## src/rtl/hrmf_pkg.sv

```systemverilog
// Shared constants and types for the HRMF radix-16 sequencer.
package hrmf_pkg;

  localparam int unsigned FrwDef        = 6;
  localparam int unsigned LatDef        = 3;
  localparam int unsigned BeatsPerFrame = 4;

  localparam logic [1:0] StIdle   = 2'd0;
  localparam logic [1:0] StArm    = 2'd1;
  localparam logic [1:0] StStream = 2'd2;
  localparam logic [1:0] StDrain  = 2'd3;

  localparam logic [1:0] RotNone = 2'd0;
  localparam logic [1:0] RotW16  = 2'd1;
  localparam logic [1:0] RotW8   = 2'd2;
  localparam logic [1:0] RotBoth = 2'd3;

  typedef struct packed {
    logic              valid;
    logic              last;
    logic [FrwDef-1:0] frame;
    logic [1:0]        beat;
  } tag_t;

endpackage

```

## src/rtl/hrmf_tag_dly.sv

```systemverilog
// Fixed-latency delay line for per-beat output tags, cleared synchronously.
module hrmf_tag_dly
  import hrmf_pkg::*;
#(
  parameter int unsigned Width = 10,
  parameter int unsigned Depth = LatDef
) (
  input  logic             CLK,
  input  logic             CLR,
  input  logic [Width-1:0] tag_head,
  output logic [Width-1:0] tag_tail
);

  logic [Width-1:0] stage_q [Depth];

  always_ff @(posedge CLK) begin
    if (CLR) begin
      for (int unsigned i = 0; i < Depth; i++) begin
        stage_q[i] <= '0;
      end
    end else begin
      stage_q[0] <= tag_head;
      for (int unsigned i = 1; i < Depth; i++) begin
        stage_q[i] <= stage_q[i-1];
      end
    end
  end

  assign tag_tail = stage_q[Depth-1];

endmodule

```

## src/rtl/hrmf_seq_ctrl.sv

```systemverilog
// HRMF datapath sequencer: beat/frame counting, ROTATOR0/MTU4X4 selects, zero-fill and
// output tags delayed to match the MTU4X4 latency.
module hrmf_seq_ctrl
  import hrmf_pkg::*;
#(
  parameter int unsigned FRW = FrwDef,
  parameter int unsigned LAT = LatDef
) (
  input  logic           CLK,
  input  logic           RST,
  input  logic           START,
  input  logic [FRW-1:0] CFG_NFRAMES,
  input  logic [1:0]     CFG_ROT,
  input  logic           IN_VALID,
  output logic           IN_READY,
  output logic [1:0]     DP_SEL_ROTATOR0,
  output logic [1:0]     DP_SEL_MTU4X4,
  output logic           DP_ZERO,
  output logic [FRW+1:0] TF_ADDR,
  output logic           OUT_VALID,
  output logic           OUT_LAST,
  output logic           BUSY,
  output logic           ERR
);

  localparam int unsigned TagW = FRW + 4;
  localparam int unsigned DrnW = (LAT > 1) ? $clog2(LAT) : 1;

  logic [1:0]      state_q, state_d;
  logic [1:0]      beat_q, beat_d;
  logic [FRW-1:0]  frame_q, frame_d;
  logic [FRW-1:0]  nframes_q, nframes_d;
  logic [1:0]      rot_q, rot_d;
  logic            err_q, err_d;
  logic [DrnW-1:0] drain_q, drain_d;

  logic            beat_acc;
  logic            underrun;
  logic            frame_end;
  logic            job_end;
  logic [FRW+1:0]  head_addr;
  logic [TagW-1:0] tag_head, tag_tail;

  assign frame_end = (beat_q == 2'd3);
  assign job_end   = frame_end && (frame_q == nframes_q);

  always_comb begin
    state_d         = state_q;
    beat_d          = beat_q;
    frame_d         = frame_q;
    nframes_d       = nframes_q;
    rot_d           = rot_q;
    err_d           = err_q;
    drain_d         = drain_q;
    IN_READY        = 1'b0;
    DP_SEL_ROTATOR0 = RotNone;
    DP_SEL_MTU4X4   = 2'd0;
    DP_ZERO         = 1'b0;
    beat_acc        = 1'b0;
    underrun        = 1'b0;

    unique case (state_q)
      StIdle: begin
        if (START) begin
          state_d   = StArm;
          nframes_d = CFG_NFRAMES;
          err_d     = 1'b0;
          frame_d   = '0;
          beat_d    = 2'd0;
          rot_d     = RotNone;
        end
      end

      StArm: begin
        IN_READY      = 1'b1;
        DP_SEL_MTU4X4 = beat_q;
        // Waiting cycles feed zeros; the accepting cycle is real beat 0 of frame 0.
        if (IN_VALID) begin
          beat_acc        = 1'b1;
          DP_SEL_ROTATOR0 = CFG_ROT;
          rot_d           = CFG_ROT;
          beat_d          = 2'd1;
          state_d         = StStream;
        end else begin
          DP_ZERO = 1'b1;
        end
      end

      StStream: begin
        IN_READY      = 1'b1;
        DP_SEL_MTU4X4 = beat_q;
        beat_acc      = 1'b1;
        beat_d        = beat_q + 2'd1;
        underrun      = ~IN_VALID;
        DP_ZERO       = underrun;
        if (underrun) begin
          err_d = 1'b1;
        end
        if (beat_q == 2'd0) begin
          DP_SEL_ROTATOR0 = CFG_ROT;
          rot_d           = CFG_ROT;
        end else begin
          DP_SEL_ROTATOR0 = rot_q;
        end
        if (frame_end) begin
          if (job_end) begin
            state_d = StDrain;
            drain_d = '0;
          end else begin
            frame_d = frame_q + FRW'(1);
          end
        end
      end

      StDrain: begin
        DP_ZERO       = 1'b1;
        DP_SEL_MTU4X4 = beat_q;
        beat_d        = beat_q + 2'd1;
        if (drain_q == DrnW'(LAT - 1)) begin
          state_d = StIdle;
          beat_d  = 2'd0;
        end else begin
          drain_d = drain_q + DrnW'(1);
        end
      end

      default: state_d = StIdle;
    endcase
  end

  always_ff @(posedge CLK) begin
    if (RST) begin
      state_q   <= StIdle;
      beat_q    <= 2'd0;
      frame_q   <= '0;
      nframes_q <= '0;
      rot_q     <= RotNone;
      err_q     <= 1'b0;
      drain_q   <= '0;
    end else begin
      state_q   <= state_d;
      beat_q    <= beat_d;
      frame_q   <= frame_d;
      nframes_q <= nframes_d;
      rot_q     <= rot_d;
      err_q     <= err_d;
      drain_q   <= drain_d;
    end
  end

  // Tag enters the delay line in the beat's own cycle so it exits LAT cycles later.
  assign head_addr = beat_acc ? {frame_q, beat_q} : '0;
  assign tag_head  = {beat_acc, beat_acc & job_end, head_addr};

  hrmf_tag_dly #(
    .Width (TagW),
    .Depth (LAT)
  ) u_tag_dly (
    .CLK      (CLK),
    .CLR      (RST),
    .tag_head (tag_head),
    .tag_tail (tag_tail)
  );

  assign OUT_VALID = tag_tail[TagW-1];
  assign OUT_LAST  = tag_tail[TagW-2];
  assign TF_ADDR   = OUT_VALID ? tag_tail[FRW+1:0] : '0;
  assign BUSY      = (state_q != StIdle);
  assign ERR       = err_q;

endmodule

```

## config.mk

```make
export PLATFORM = sky130hd
export DESIGN_NAME = hrmf_seq_ctrl
export DESIGN_NICKNAME = d
export VERILOG_FILES = /design/src/rtl/hrmf_pkg.sv /design/src/rtl/hrmf_tag_dly.sv /design/src/rtl/hrmf_seq_ctrl.sv
export SDC_FILE = /design/constraint.sdc
export NUM_CORES = 1
export LEC_CHECK = 0
export ABC_AREA = 1
export BUFFER_PORTS_ARGS = -buffer_cell sky130_fd_sc_hd__buf_2
export CAP_MARGIN = 20
export CORE_MARGIN = 10
export CORE_UTILIZATION = 30
export CTS_CLUSTER_DIAMETER = 200
export DETAILED_ROUTE_END_ITERATION = 16
export HOLD_SLACK_MARGIN = 0.02
export SLEW_MARGIN = 20
export SYNTH_ARGS = -nofsm -noshare
export SYNTH_HDL_FRONTEND = slang
export SYNTH_SLANG_ARGS = --single-unit
```

## constraint.sdc

```tcl
create_clock -name CLK -period 3.24 [get_ports CLK]
set_input_delay 0 -clock CLK [delete_from_list [all_inputs] [get_ports CLK]]
set_output_delay 0 -clock CLK [all_outputs]
set_load 0.05 [all_outputs]
```

## Yosys cells after proc, flatten, opt, wreduce, memory -nomap -nowiden

Memories as Yosys holds them, arrays and structs flattened.
Cells that the tools add are included.

- Bits in registers: 21
- Memory bits (writable): 30
- Input port bits: 12
- Output and inout bits: 18
- Logic and storage cells: 86
- Memories: 1

Memory list:

| memory | depth | bits a word | read ports | clocked after memory_dff | write ports | line | text |
|---|---|---|---|---|---|---|---|
| u_tag_dly.stage_q | 3 | 10 | 3 | 0 | 3 | hrmf_tag_dly.sv:14 | `logic [Width-1:0] stage_q [Depth];` |

- $add $sub $neg: 3
- Equal/unequal tests: 14
- Multiplexer cells: 40
- Bitwise logic cells: 5
- Reductions and logical operators: 16

Operators with widths:

| kind | count |
|---|---|
| two-way mux 10 bit | 3 |
| two-way mux 2 bit | 15 |
| two-way mux 6 bit | 3 |
| two-way mux 8 bit | 2 |
| != test 2 bit (second input constant) | 8 |
| case mux 2 bit (4 select lines) | 2 |
| case mux 6 bit (2 select lines) | 1 |
| == test 2 bit (second input constant) | 4 |
| two-way mux 1 bit | 8 |
| case mux 2 bit (2 select lines) | 2 |
| AND reduction 4 bit | 2 |
| adder 6 x 1 -> 6 bit (second input constant) | 1 |
| == test 6 bit | 1 |
| case mux 2 bit (3 select lines) | 1 |
| AND reduction 3 bit | 2 |
| nonzero test 2 bit | 3 |
| AND reduction 5 bit | 1 |
| adder 2 x 1 -> 2 bit (second input constant) | 2 |
| zero test 2 bit | 2 |
| case mux 1 bit (2 select lines) | 2 |
| AND reduction 2 bit | 2 |
| OR 1 bit | 3 |
| case mux 1 bit (3 select lines) | 1 |
| nonzero test 3 bit | 1 |
| other kinds (6) | 6 |

## Longest topological paths before layout

Gate-level depths: netlist (run 1).

- Word-level depth: 5
- Gate-level depth with buffers: 11
- Mapped depth without buffers: 11

## By module

Synthesis (run 1) repeated with hierarchy kept, for this count alone.

- Cells, all modules: 333
- Area total of the unflattened synthesis: 2363.5 µm²

Modules (own cells, without submodules):

| module | times used | cells each | area an instance (µm²) | sequential area each (µm²) |
|---|---|---|---|---|
| hrmf_seq_ctrl | 1 | 230 | 1428.9 | 420.4 |
| hrmf_tag_dly | 1 | 103 | 934.6 | 600.6 |

## Worst setup path before layout (run 1)

No wires, ideal clock.

- Kind: reg-to-output
- Start: reg state_q[1]
- End: out DP_SEL_ROTATOR0[0]
- Arrival: 2.029 ns
- Required time: 3.240 ns
- Slack: 1.211 ns
- Cell stages (with the launch flop): 5
- Path buffers: 0
- Cell sequence: dfxtp_1 inv_1 ha_1 inv_1 a21oi_1

- Longest elaborated chain between the ends: 2
- Elaborated cells on any way between the ends: 3
- Classes of those cells: 2 x eq/ne; 1 x mux

Ends and longest elaborated chain:

| item | line | text |
|---|---|---|
| start: declaration | hrmf_seq_ctrl.sv:29 | `logic [1:0] state_q, state_d;` |
| start signal: assignment | hrmf_seq_ctrl.sv:133 | `state_q <= StIdle;` |
| start signal: assignment | hrmf_seq_ctrl.sv:141 | `state_q <= state_d;` |
| == test 2 bit or == test 2 x 1 -> 1 bit (tied branches) | hrmf_seq_ctrl.sv:62 | `unique case (state_q)` |
| case mux 2 bit (2 select lines) (*) | hrmf_seq_ctrl.sv:62 |  |
| end: declaration | hrmf_seq_ctrl.sv:16 | `output logic [1:0] DP_SEL_ROTATOR0,` |

Every way passes the cells marked *; elsewhere a longest branch is shown, timed or not.

## Worst setup path in the final report (run 1)

- Start: reg state_q[0]
- End: out DP_SEL_ROTATOR0[1]

Same word-level chain as after synthesis.

==> flow_summary_export.csv, run 1 <==
group,metric,value,unit
cells_and_area,nets,354,
timing,setup_viol,0,
cells_and_area,final_layout_size_suffix_gt1_frac,0.186,
logic_synthesis,postSynthRegisterBits,51,
grt,gr-total-overflow,0,
logic_synthesis,synth_area,2250,um2
detailed_routing,drc_errors,0,
cells_and_area,num_antenna_cells,0,
timing,max_freq,431,MHz
grt,first_global_vias,1750,
detailed_routing,final_antenna_net_count,0,
logic_synthesis,synth_nets,318,
detailed_routing,detail_route.vias_per_cell,4.18,
power,power.ir.vdd_worst,0.292,mV
cts,cts.reportedPaths.clkPinSlew,0.10,ns
die,number_of_placement_rows,31,
status,run_status,"finished clean",
cts,number_of_buffers_inserted_during_clock_tree_synthesis,5,
timing,finalWorstPathRequiredPeriod,2.32,ns
critical_path,worstSetupPathType,"reg2out",
critical_path,timing.critical_path.to_type,"output pin",
critical_path,timing.reg2reg.setup_slack,1.15,ns
power,power_density_cells,726,nW/um2
detailed_routing,vias_post_dr,1812,
timing,setup_tns,0,ns
detailed_routing,drtIter0Drc,167,
cts,cts_max_level,2,
cells_and_area,layout_commonest_cell,"sky130_fd_sc_hd__inv_1",
placement,place.port_buffers,29,
power,cellInternalPower,1.10,mW
die,die_w,107,um
die,initial_utilization,0.309,
detailed_routing,drt-pass1-iter-count,4,
critical_path,cp_data_arrival_time,2.32,ns
power,power_frac_seq,0.396,
grt,grt_pass1_wl,7.87,mm
cells_and_area,final_cell_mix,"sky130_fd_sc_hd__inv_1, sky130_fd_sc_hd__dfxtp_1, sky130_fd_sc_hd__nand2_1, sky130_fd_sc_hd__nor2_1, sky130_fd_sc_hd__buf_2",
logic_synthesis,syn-instance-count,297,
cells_and_area,fillerInstances,799,
logic_synthesis,yosys.cell_types.count,30,
power,p_leak,1.21,nW
timing,clock-skew-final,0.0102,ns
cts,post_cts_buffers,0,
power,switching_share,0.428,
timing,timing.final.hold_violations,0,
logic_synthesis,yosysWarnings,0,
logic_synthesis,synthArstFlopShare,0,
logic_synthesis,post_synth.cell_area_avg,7.59,um2
detailed_routing,wl_per_cell,10.1,um
logic_synthesis,ys_seq_area_frac,0.453,
die,num_io_pins,30,
cts,cts_num_sinks,51,
critical_path,crit_path_max_fanout,10,
grt,grt_start_max_net_pins,31,
cts,ctsLongestPathBuffers,2,
hold_path,hold_path.class,"in2reg",
timing,maxSlewHeadroom,0.635,
critical_path,cp_data_required_time,3.24,ns
logic_synthesis,synth_flop_cell,"sky130_fd_sc_hd__dfxtp_1",
placement,gp_congestion,0.819,
placement,detailedPlacementHpwl,3.27,mm
logic_synthesis,count_of_flip_flops_with_a_built_in_enable_after_synthesis,0,
cts,cts_tree,"done",
timing,tightest_slew,0.547,ns
flow_run,max_cap_viol_count,0,
critical_path,cp-start-kind,"flip-flop",
power,reported_net_switching_power,0.824,mW
timing,min_period_over_period,0.716,
grt,antenna_found_initial,0,
die,core_region_area,7290,um2
timing,drv_slew,0,
cts,clock_latency,0.31,ns
power,power.share.clock,0.201,
die,fp.dieArea,11400,um2
die,die_h,107,um
detailed_routing,drt_wl_total,4.39,mm
power,share_comb_of_total_power,0.404,
cells_and_area,area_delta_synth_final,17.8,%
grt,grt_usage,0.0821,
cts,clock-root-buffer,"sky130_fd_sc_hd__clkbuf_8",
power,report.power.total,1.93,mW
timing,grt_setup_unrepaired,"false",
==> critical path: stages (launching register included) <==
cell                      delay [ns]
sky130_fd_sc_hd__dfxtp_1        0.37
sky130_fd_sc_hd__inv_1          0.13
sky130_fd_sc_hd__ha_1           0.51
sky130_fd_sc_hd__inv_2          0.15
sky130_fd_sc_hd__a21oi_1        0.14
sky130_fd_sc_hd__o21ai_0        0.11
sky130_fd_sc_hd__o21ai_0        0.13
sky130_fd_sc_hd__nand2_1        0.08
sky130_fd_sc_hd__a21oi_1        0.12
sky130_fd_sc_hd__buf_2          0.28
==> metal layers <==
layer  up-vias  GRT usage  share of wire
li1        980          -              -
met3         4     0.0311          0.074
met2        42      0.131           0.43
met1       786     0.0996           0.49
met4         0     0.0261          0.011
met5         -          0              0
==> power by group through the flow <==
stage	Sequential [mW]	Combinational (mW)	Clock (mW)
floorplan	0.777	0.624	0
global placement	0.772	0.761	0
detailed placement	0.776	0.768	0
CTS	0.762	0.781	0.396
global route	0.777	0.869	0.429
finish	0.763	0.778	0.387
==> cell type report <==
class / count / area [um2] / area share
Clock buffer: 5 / 68.8 / 0.0259
Clock inverter: 3 / 26.3 / 0.00990
Inverter: 59 / 221 / 0.0834
Multi-Input combinational cell: 180 / 978 / 0.369
Sequential cell: 51 / 1020 / 0.385
Tap cell: 99 / 124 / 0.0467
Timing Repair Buffer: 36 / 215 / 0.0811
==> registers in the layout, summed over array words and instances, names as in the netlist <==
signal	count
state_q	2
ERR	1
u_tag_dly.stage_q	30
frame_q	6
nframes_q	6
rot_q	2
drain_q	2
beat_q	2
==> final timing paths <==
path,start,endpoint,cells after the start
hold reg to reg,u_tag_dly.stage_q[0][10],u_tag_dly.stage_q[0][20],2
setup reg to reg,state_q[1],nframes_q[5],6
hold / removal,IN_VALID,u_tag_dly.stage_q[0][9],3
setup / recovery,state_q[0],DP_SEL_ROTATOR0[1],9
==> metrics by stage <==
stage	cell area, um2	utilization	instances	setup slack (ns)	hold slack [ns]
after CTS	2660	0.364	433	0.917	0.0794
after detailed placement	2490	0.341	418	1.27	0.266
final	2660	0.364	433	0.919	0.0941
after global placement	2490	0.341	418	1.37	0.258
after floorplan	2250	-	297	1.21	0.0990
after global routing	2660	0.364	433	0.704	0.0880
==> Yosys cell counts, types with 2 or more instances <==
cell                        n  area [um2]
sky130_fd_sc_hd__nor2_8     2        40.0
sky130_fd_sc_hd__dfxtp_1   51        1020
sky130_fd_sc_hd__nor2_2     3        18.8
sky130_fd_sc_hd__nor3_1     2        10.0
sky130_fd_sc_hd__nand3_1   16        80.1
sky130_fd_sc_hd__ha_1       9         113
sky130_fd_sc_hd__inv_2      6        22.5
sky130_fd_sc_hd__o21ai_0   11        55.1
sky130_fd_sc_hd__clkbuf_1   6        22.5
sky130_fd_sc_hd__inv_1     52         195
sky130_fd_sc_hd__nand2_4    2        22.5
sky130_fd_sc_hd__or2_2      2        12.5
sky130_fd_sc_hd__nand2_2    4        25.0
sky130_fd_sc_hd__nand3_4    2        35.0
sky130_fd_sc_hd__a21oi_1   25         125
sky130_fd_sc_hd__nand2_1   49         184
sky130_fd_sc_hd__nor2_1    42         158
==> logic make-up (layout without fill, tap and decap cells) <==
group                    after synthesis  after routing  share of synthesized area
adder cells (fa/ha/maj)                9              9                     0.0499
AO/OA/AOI/OAI                         40             40                     0.0949
AND/OR/NAND/NOR                      130            130                      0.285
XOR/XNOR                               1              1                    0.00389
buffers and inverters                 66            103                      0.113
flip-flops                            51             51                      0.453
==> repair_timing <==
| action | CTS | global route |
|---|---|---|
| hold buffers | 7 | 0 |
| gates resized for setup | 0 | 0 |
| hold endpoints to repair | 6 | 0 |
(Power assumes the default switching activity.)
==> run 2: changes to the inputs <==
==> constraint.sdc (replaced) <==
create_clock -name CLK -period 1.93 [get_ports CLK]
set_input_delay 0 -clock CLK [delete_from_list [all_inputs] [get_ports CLK]]
set_output_delay 0 -clock CLK [all_outputs]
set_load 0.05 [all_outputs]
==> run 2 against run 1 <==
  * Setup slack worse by 0.71 ns
  * Critical endpoint unchanged
  * Highest routed layer unchanged
  * Largest cell class unchanged
  * Via count grew 1.5%
  * Die area did not move
  * Cell count is 0.23% higher
==> flow_summary_export.csv, run 2 (same netlist as run 1, synthesis figures left out) <==
group,metric,value,unit
status,run_status,"finished clean",
timing,setup_viol,0,
power,power.ir.vdd_worst,0.495,mV
cts,number_of_buffers_inserted_during_clock_tree_synthesis,5,
cts,cts_num_sinks,51,
cts,cts_tree,"done",
timing,max_freq,580,MHz
timing,finalWorstPathRequiredPeriod,1.72,ns
cells_and_area,nets,355,
grt,grt_start_max_net_pins,31,
timing,maxSlewHeadroom,0.632,
grt,grt_pass1_wl,8.02,mm
cells_and_area,multiInputGateArea,1000,um2
detailed_routing,drc_errors,0,
die,number_of_placement_rows,31,
cells_and_area,num_antenna_cells,0,
die,num_io_pins,30,
cells_and_area,final_cell_mix,"sky130_fd_sc_hd__inv_1, sky130_fd_sc_hd__dfxtp_1, sky130_fd_sc_hd__nand2_1, sky130_fd_sc_hd__nor2_1, sky130_fd_sc_hd__buf_2",
critical_path,timing.critical_path.to_type,"output pin",
detailed_routing,wl_per_cell,10.2,um
cells_and_area,layout_commonest_cell,"sky130_fd_sc_hd__inv_1",
cells_and_area,final_layout_size_suffix_gt1_frac,0.212,
critical_path,slowest_cell_on_crit_path,"sky130_fd_sc_hd__dfxtp_1",
cells_and_area,post-route-cell-area,2700,um2
critical_path,timing.critical_path.cells,"inv_1 -> ha_2 -> a21oi_1 -> o21ai_1 -> o21ai_0 -> nand2_1 -> a21oi_2 -> buf_6",
cells_and_area,fillerInstances,793,
timing,drv_slew,0,
detailed_routing,drt_wl_total,4.42,mm
power,report.power.total,3.28,mW
flow_run,max_cap_viol_count,0,
grt,grt_usage,0.0850,
cts,cts_max_level,2,
timing,setup_tns,0,ns
detailed_routing,drt-pass1-iter-count,4,
grt,first_global_vias,1777,
cts,ctsLongestPathBuffers,2,
critical_path,crit_path_max_fanout,5,
grt,antenna_found_initial,0,
timing,tightest_slew,0.552,ns
hold_path,hold_path.class,"in2reg",
detailed_routing,drtIter0Drc,99,
cells_and_area,largest_register_ff_count,30,
placement,detailedPlacementHpwl,3.38,mm
die,die_h,107,um
detailed_routing,detail_route.vias_per_cell,4.24,
detailed_routing,vias_post_dr,1840,
placement,gp_congestion,0.859,
cts,clock_latency,0.32,ns
die,core_region_area,7290,um2
cells_and_area,largest_register,"u_tag_dly.stage_q",
power,power_density_cells,1210,nW/um2
detailed_routing,final_antenna_net_count,0,
cts,cts.reportedPaths.clkPinSlew,0.10,ns
cells_and_area,area.sequential,1020,um2
grt,gr-total-overflow,0,
critical_path,critPathMaxStageDelay,0.35,ns
die,fp.dieArea,11400,um2
cells_and_area,largestRegisters,"u_tag_dly.stage_q (30), frame_q (6), nframes_q (6)",
critical_path,cp_data_arrival_time,1.72,ns
cts,post_cts_buffers,0,
timing,clock-skew-final,0.0113,ns
critical_path,cp_data_required_time,1.93,ns
cells_and_area,area_delta_synth_final,19.6,%
power,p_leak,1.21,nW
placement,post_dp_cell_area,2510,um2
placement,place.port_buffers,29,
critical_path,cp-start-kind,"flip-flop",
cts,clock-root-buffer,"sky130_fd_sc_hd__clkbuf_8",
critical_path,worstSetupPathType,"reg2out",
timing,grt_setup_unrepaired,"false",
die,initial_utilization,0.309,
timing,timing.final.hold_violations,0,
die,die_w,107,um
timing,min_period_over_period,0.894,
-- run 2: power breakdown --
part / total, mW / leakage (nW) / switching, mW / internal [mW]
Clock: 0.655 / 0.0491 / 0.387 / 0.267
Combinational: 1.33 / 0.745 / 0.910 / 0.424
Sequential: 1.29 / 0.414 / 0.102 / 1.19
Total: 3.28 / 1.21 / 1.40 / 1.88
-- run 2: worst paths after layout --
path                                  from                        to  slack [ns]  cells past startpoint
hold / removal                    IN_VALID   u_tag_dly.stage_q[0][9]         0.1                      3
hold reg to reg   u_tag_dly.stage_q[0][10]  u_tag_dly.stage_q[0][20]        0.40                      2
setup / recovery                 beat_q[0]        DP_SEL_ROTATOR0[1]        0.21                      8
setup reg to reg                state_q[1]                frame_q[3]        0.21                      7
-- run 2: cell type report --
class / count / area share
clock buffer: 5 / 0.0255
clock inverter: 3 / 0.00974
inverter: 59 / 0.0821
multi-input combinational: 180 / 0.372
sequential: 51 / 0.379
tap: 99 / 0.0459
timing repair buffer: 37 / 0.0849
-- run 2: worst max-delay path: cells and delay by family (launching register included) --
family                   cells  cell delay (ns)
flip-flops                   1             0.35
adder cells (fa/ha/maj)      1             0.22
AND/OR/NAND/NOR              1             0.09
buffers and inverters        2             0.27
AO/OA/AOI/OAI                4             0.48
-- run 2: stage by stage --
step	worst slack, ns	hold WS, ns	util	cells
floorplan	0.149	0.0990	-	297
global placement	0.237	0.270	0.344	419
detailed placement	0.149	0.270	0.344	419
CTS	0.0278	0.0732	0.367	434
global route	0.00869	0.112	0.370	434
finish	0.205	0.0954	0.370	434
-- run 2: timing repair --
item,4_1_cts,5_1_grt
hold endpoints to repair,6,0
resized for setup,2,7
hold buffers,7,0
pin swaps,0,1
setup endpoints to repair,1,9
-- run 2: layer usage --
layer  GRT usage  routed length [um]  vias to the layer above
li1            -                   -                      984
met1       0.102                2070                      807
met2       0.134                1970                       40
met3      0.0335                 331                        9
met4      0.0319                  53                        0
met5           0                   0                        -
==> run 3: changes to the inputs <==
--- a/config.mk
+++ b/config.mk
@@ -10,6 +10,7 @@
 export CAP_MARGIN = 20
 export CORE_MARGIN = 10
 export CORE_UTILIZATION = 30
+export CTS_BUF_LIST = sky130_fd_sc_hd__clkbuf_2
 export CTS_CLUSTER_DIAMETER = 200
 export DETAILED_ROUTE_END_ITERATION = 16
 export HOLD_SLACK_MARGIN = 0.02
==> constraint.sdc (replaced) <==
create_clock -name CLK -period 1.6 [get_ports CLK]
set_input_delay 0 -clock CLK [delete_from_list [all_inputs] [get_ports CLK]]
set_output_delay 0 -clock CLK [all_outputs]
set_load 0.05 [all_outputs]
==> run 3 against run 2 <==
  * The flow now finishes with violations (setup timing)
  * Global-route usage grew 0.19 points
  * Power increased by 35%
  * Critical path depth rose by 1
  * Clock-buffer cell count unchanged
  * Die area is the same
  * Register-to-register slack lost 0.16 ns
  * Cell count is 6.0% higher
  * First-iteration DRC count increased by 60%
  * Sequential share of layout area is 3.9 points lower
  * Clock power fell by 13%
  * Worst hold slack better by 0.24 ns
  * Via count is 6.1% higher
  * Critical endpoint unchanged
==> flow_summary_export.csv, run 3 (same netlist as run 1, synthesis figures left out) <==
group,metric,value,unit
grt,first_global_vias,1868,
detailed_routing,wl_per_cell,10.7,um
power,switching_share,0.434,
cells_and_area,num_antenna_cells,0,
hold_path,worst_hold_startpoint,"CFG_NFRAMES[0]",
cells_and_area,fillerInstances,775,
detailed_routing,vias_post_dr,1952,
timing,timing.final.hold_violations,0,
placement,post_dp_cell_area,2580,um2
critical_path,worst_r2r_endpoint,"u_tag_dly.stage_q[0][1]",
power,power_frac_seq,0.353,
cells_and_area,nets,381,
critical_path,timing.critical_path.to_type,"output pin",
timing,maxSlewHeadroom,0.721,
cells_and_area,layout_commonest_cell,"sky130_fd_sc_hd__inv_1",
critical_path,timing.reg2reg.setup_slack,0.05,ns
detailed_routing,drt_wl_total,4.94,mm
power,reported_net_switching_power,1.91,mW
timing,max_freq,584,MHz
cells_and_area,final_core_util,0.414,
grt,antenna_found_initial,0,
grt,met1_usage,0.104,
cts,cts_max_level,2,
die,num_io_pins,30,
hold_path,hold_path.class,"in2reg",
timing,tightest_slew,0.419,ns
detailed_routing,drc_errors,0,
grt,grt_most_used_layer,"met2",
grt,grt_pass1_wl,8.36,mm
die,die_w,107,um
status,run_status,"finished with violations",
cells_and_area,post-route-cell-area,3020,um2
cts,cts_num_sinks,51,
timing,clock-skew-final,0.0286,ns
power,power_density_cells,1460,nW/um2
critical_path,reg2reg_from,"state_q[1]",
die,die_h,107,um
cts,ctsLongestPathBuffers,2,
timing,drv_slew,0,
cts,number_of_buffers_inserted_during_clock_tree_synthesis,5,
power,power.ir.vdd_worst,0.746,mV
grt,grt_start_max_net_pins,23,
critical_path,cp_data_arrival_time,1.71,ns
detailed_routing,detail_route.vias_per_cell,4.24,
cts,clock_latency,0.44,ns
grt,global_route.usage.met2,0.145,
critical_path,setup.worst_path.start,"state_q[0]",
power,p_leak,1.33,nW
flow_run,max_cap_viol_count,0,
power,report.power.total,4.41,mW
detailed_routing,final_antenna_net_count,0,
grt,grt.met3_usage,0.0293,
placement,pre_cts_ws,-0.0138,ns
power,share_comb_of_total_power,0.517,
cells_and_area,area_delta_synth_final,33.9,%
critical_path,cp_data_required_time,1.60,ns
cts,clock-root-buffer,"sky130_fd_sc_hd__clkbuf_2",
die,initial_utilization,0.309,
cts,cts_tree,"done",
placement,gp_congestion,0.817,
status,failed_checks,"setup timing",
grt,gr-total-overflow,0,
critical_path,cp-start-kind,"flip-flop",
critical_path,reg2reg_depth,6,
cells_and_area,final_cell_mix,"sky130_fd_sc_hd__inv_1, sky130_fd_sc_hd__dfxtp_1, sky130_fd_sc_hd__nand2_1, sky130_fd_sc_hd__nor2_1, sky130_fd_sc_hd__buf_2",
cells_and_area,largest_register,"u_tag_dly.stage_q",
cells_and_area,final_layout_size_suffix_gt1_frac,0.319,
timing,min_period_over_period,1.07,
timing,grt_setup_unrepaired,"true",
cells_and_area,largestRegisters,"u_tag_dly.stage_q (30), frame_q (6), nframes_q (6)",
power,power.share.clock,0.129,
detailed_routing,drtIter0Drc,158,
timing,finalWorstPathRequiredPeriod,1.71,ns
cts,cts.reportedPaths.clkPinSlew,0.29,ns
die,core_region_area,7290,um2
die,number_of_placement_rows,31,
cells_and_area,largest_register_ff_count,30,
detailed_routing,drt-pass1-iter-count,4,
critical_path,worstSetupPathType,"reg2out",
power,cellInternalPower,2.50,mW
placement,detailedPlacementHpwl,3.49,mm
critical_path,endpoint,"DP_SEL_ROTATOR0[1]",
critical_path,crit_path_max_fanout,3,
timing,smallest_setup_slack_after_layout,-0.113,ns
placement,place.port_buffers,29,
timing,setup_viol,3,
die,fp.dieArea,11400,um2
grt,grt_usage,0.0869,
-- run 3: through the flow --
step | hold slack (ns) | TNS [ns] | cells
finish | 0.335 | -0.264 | 460
detailed placement | 0.271 | -0.0201 | 426
global placement | 0.255 | 0 | 426
CTS | 0.317 | -0.302 | 454
global route | 0.336 | -0.800 | 460
floorplan | 0.0990 | 0 | 297
-- run 3: final cells by class --
type | instances | area [um2] | area share
Clock buffer | 5 | 25.0 | 0.00829
Clock inverter | 3 | 26.3 | 0.00871
Inverter | 59 | 231 | 0.0767
Multi-Input combinational cell | 181 | 1130 | 0.373
Sequential cell | 51 | 1030 | 0.341
Tap cell | 99 | 124 | 0.0410
Timing Repair Buffer | 62 | 457 | 0.151
-- run 3: worst min-delay path by stage --
stage | cells past startpoint | slack (ns) | end
after floorplan | 1 | 0.1 | u_tag_dly.stage_q[0][9]
after global placement | 3 | 0.25 | nframes_q[5]
after detailed placement | 3 | 0.27 | nframes_q[5]
after CTS | 4 | 0.32 | nframes_q[5]
after global routing | 4 | 0.34 | nframes_q[5]
final | 4 | 0.34 | nframes_q[0]
-- run 3: worst max-delay path, stage by stage, from the launching register on --
cell	delay (ns)
sky130_fd_sc_hd__dfxtp_2	0.40
sky130_fd_sc_hd__inv_4	0.07
sky130_fd_sc_hd__ha_4	0.15
sky130_fd_sc_hd__inv_4	0.04
sky130_fd_sc_hd__a21oi_2	0.10
sky130_fd_sc_hd__o21ai_2	0.08
sky130_fd_sc_hd__o21ai_2	0.07
sky130_fd_sc_hd__nand2_2	0.08
sky130_fd_sc_hd__a21oi_4	0.11
sky130_fd_sc_hd__buf_6	0.17
-- run 3: power groups by stage --
stage | logic [mW] | clock network, mW | registers [mW]
finish | 2.28 | 0.570 | 1.56
global route | 2.48 | 0.633 | 1.58
CTS | 2.04 | 0.586 | 1.55
detailed placement | 1.77 | 0 | 1.56
global placement | 1.74 | 0 | 1.56
floorplan | 1.36 | 0 | 1.58
-- run 3: repair_timing --
item	CTS	global route
resized for setup	29	15
endpoints found under the hold margin	15	0
hold buffers	10	0
setup buffers	12	7
pin swaps	7	11
setup endpoints to repair	15	16
cloned	0	1
-- run 3: metal layers --
layer | vias to the layer above | share of wire | routed length, um
li1 | 1037 | - | -
met1 | 864 | 0.46 | 2290
met2 | 45 | 0.45 | 2230
met3 | 6 | 0.076 | 377
met4 | 0 | 0.0077 | 38
met5 | - | 0 | 0
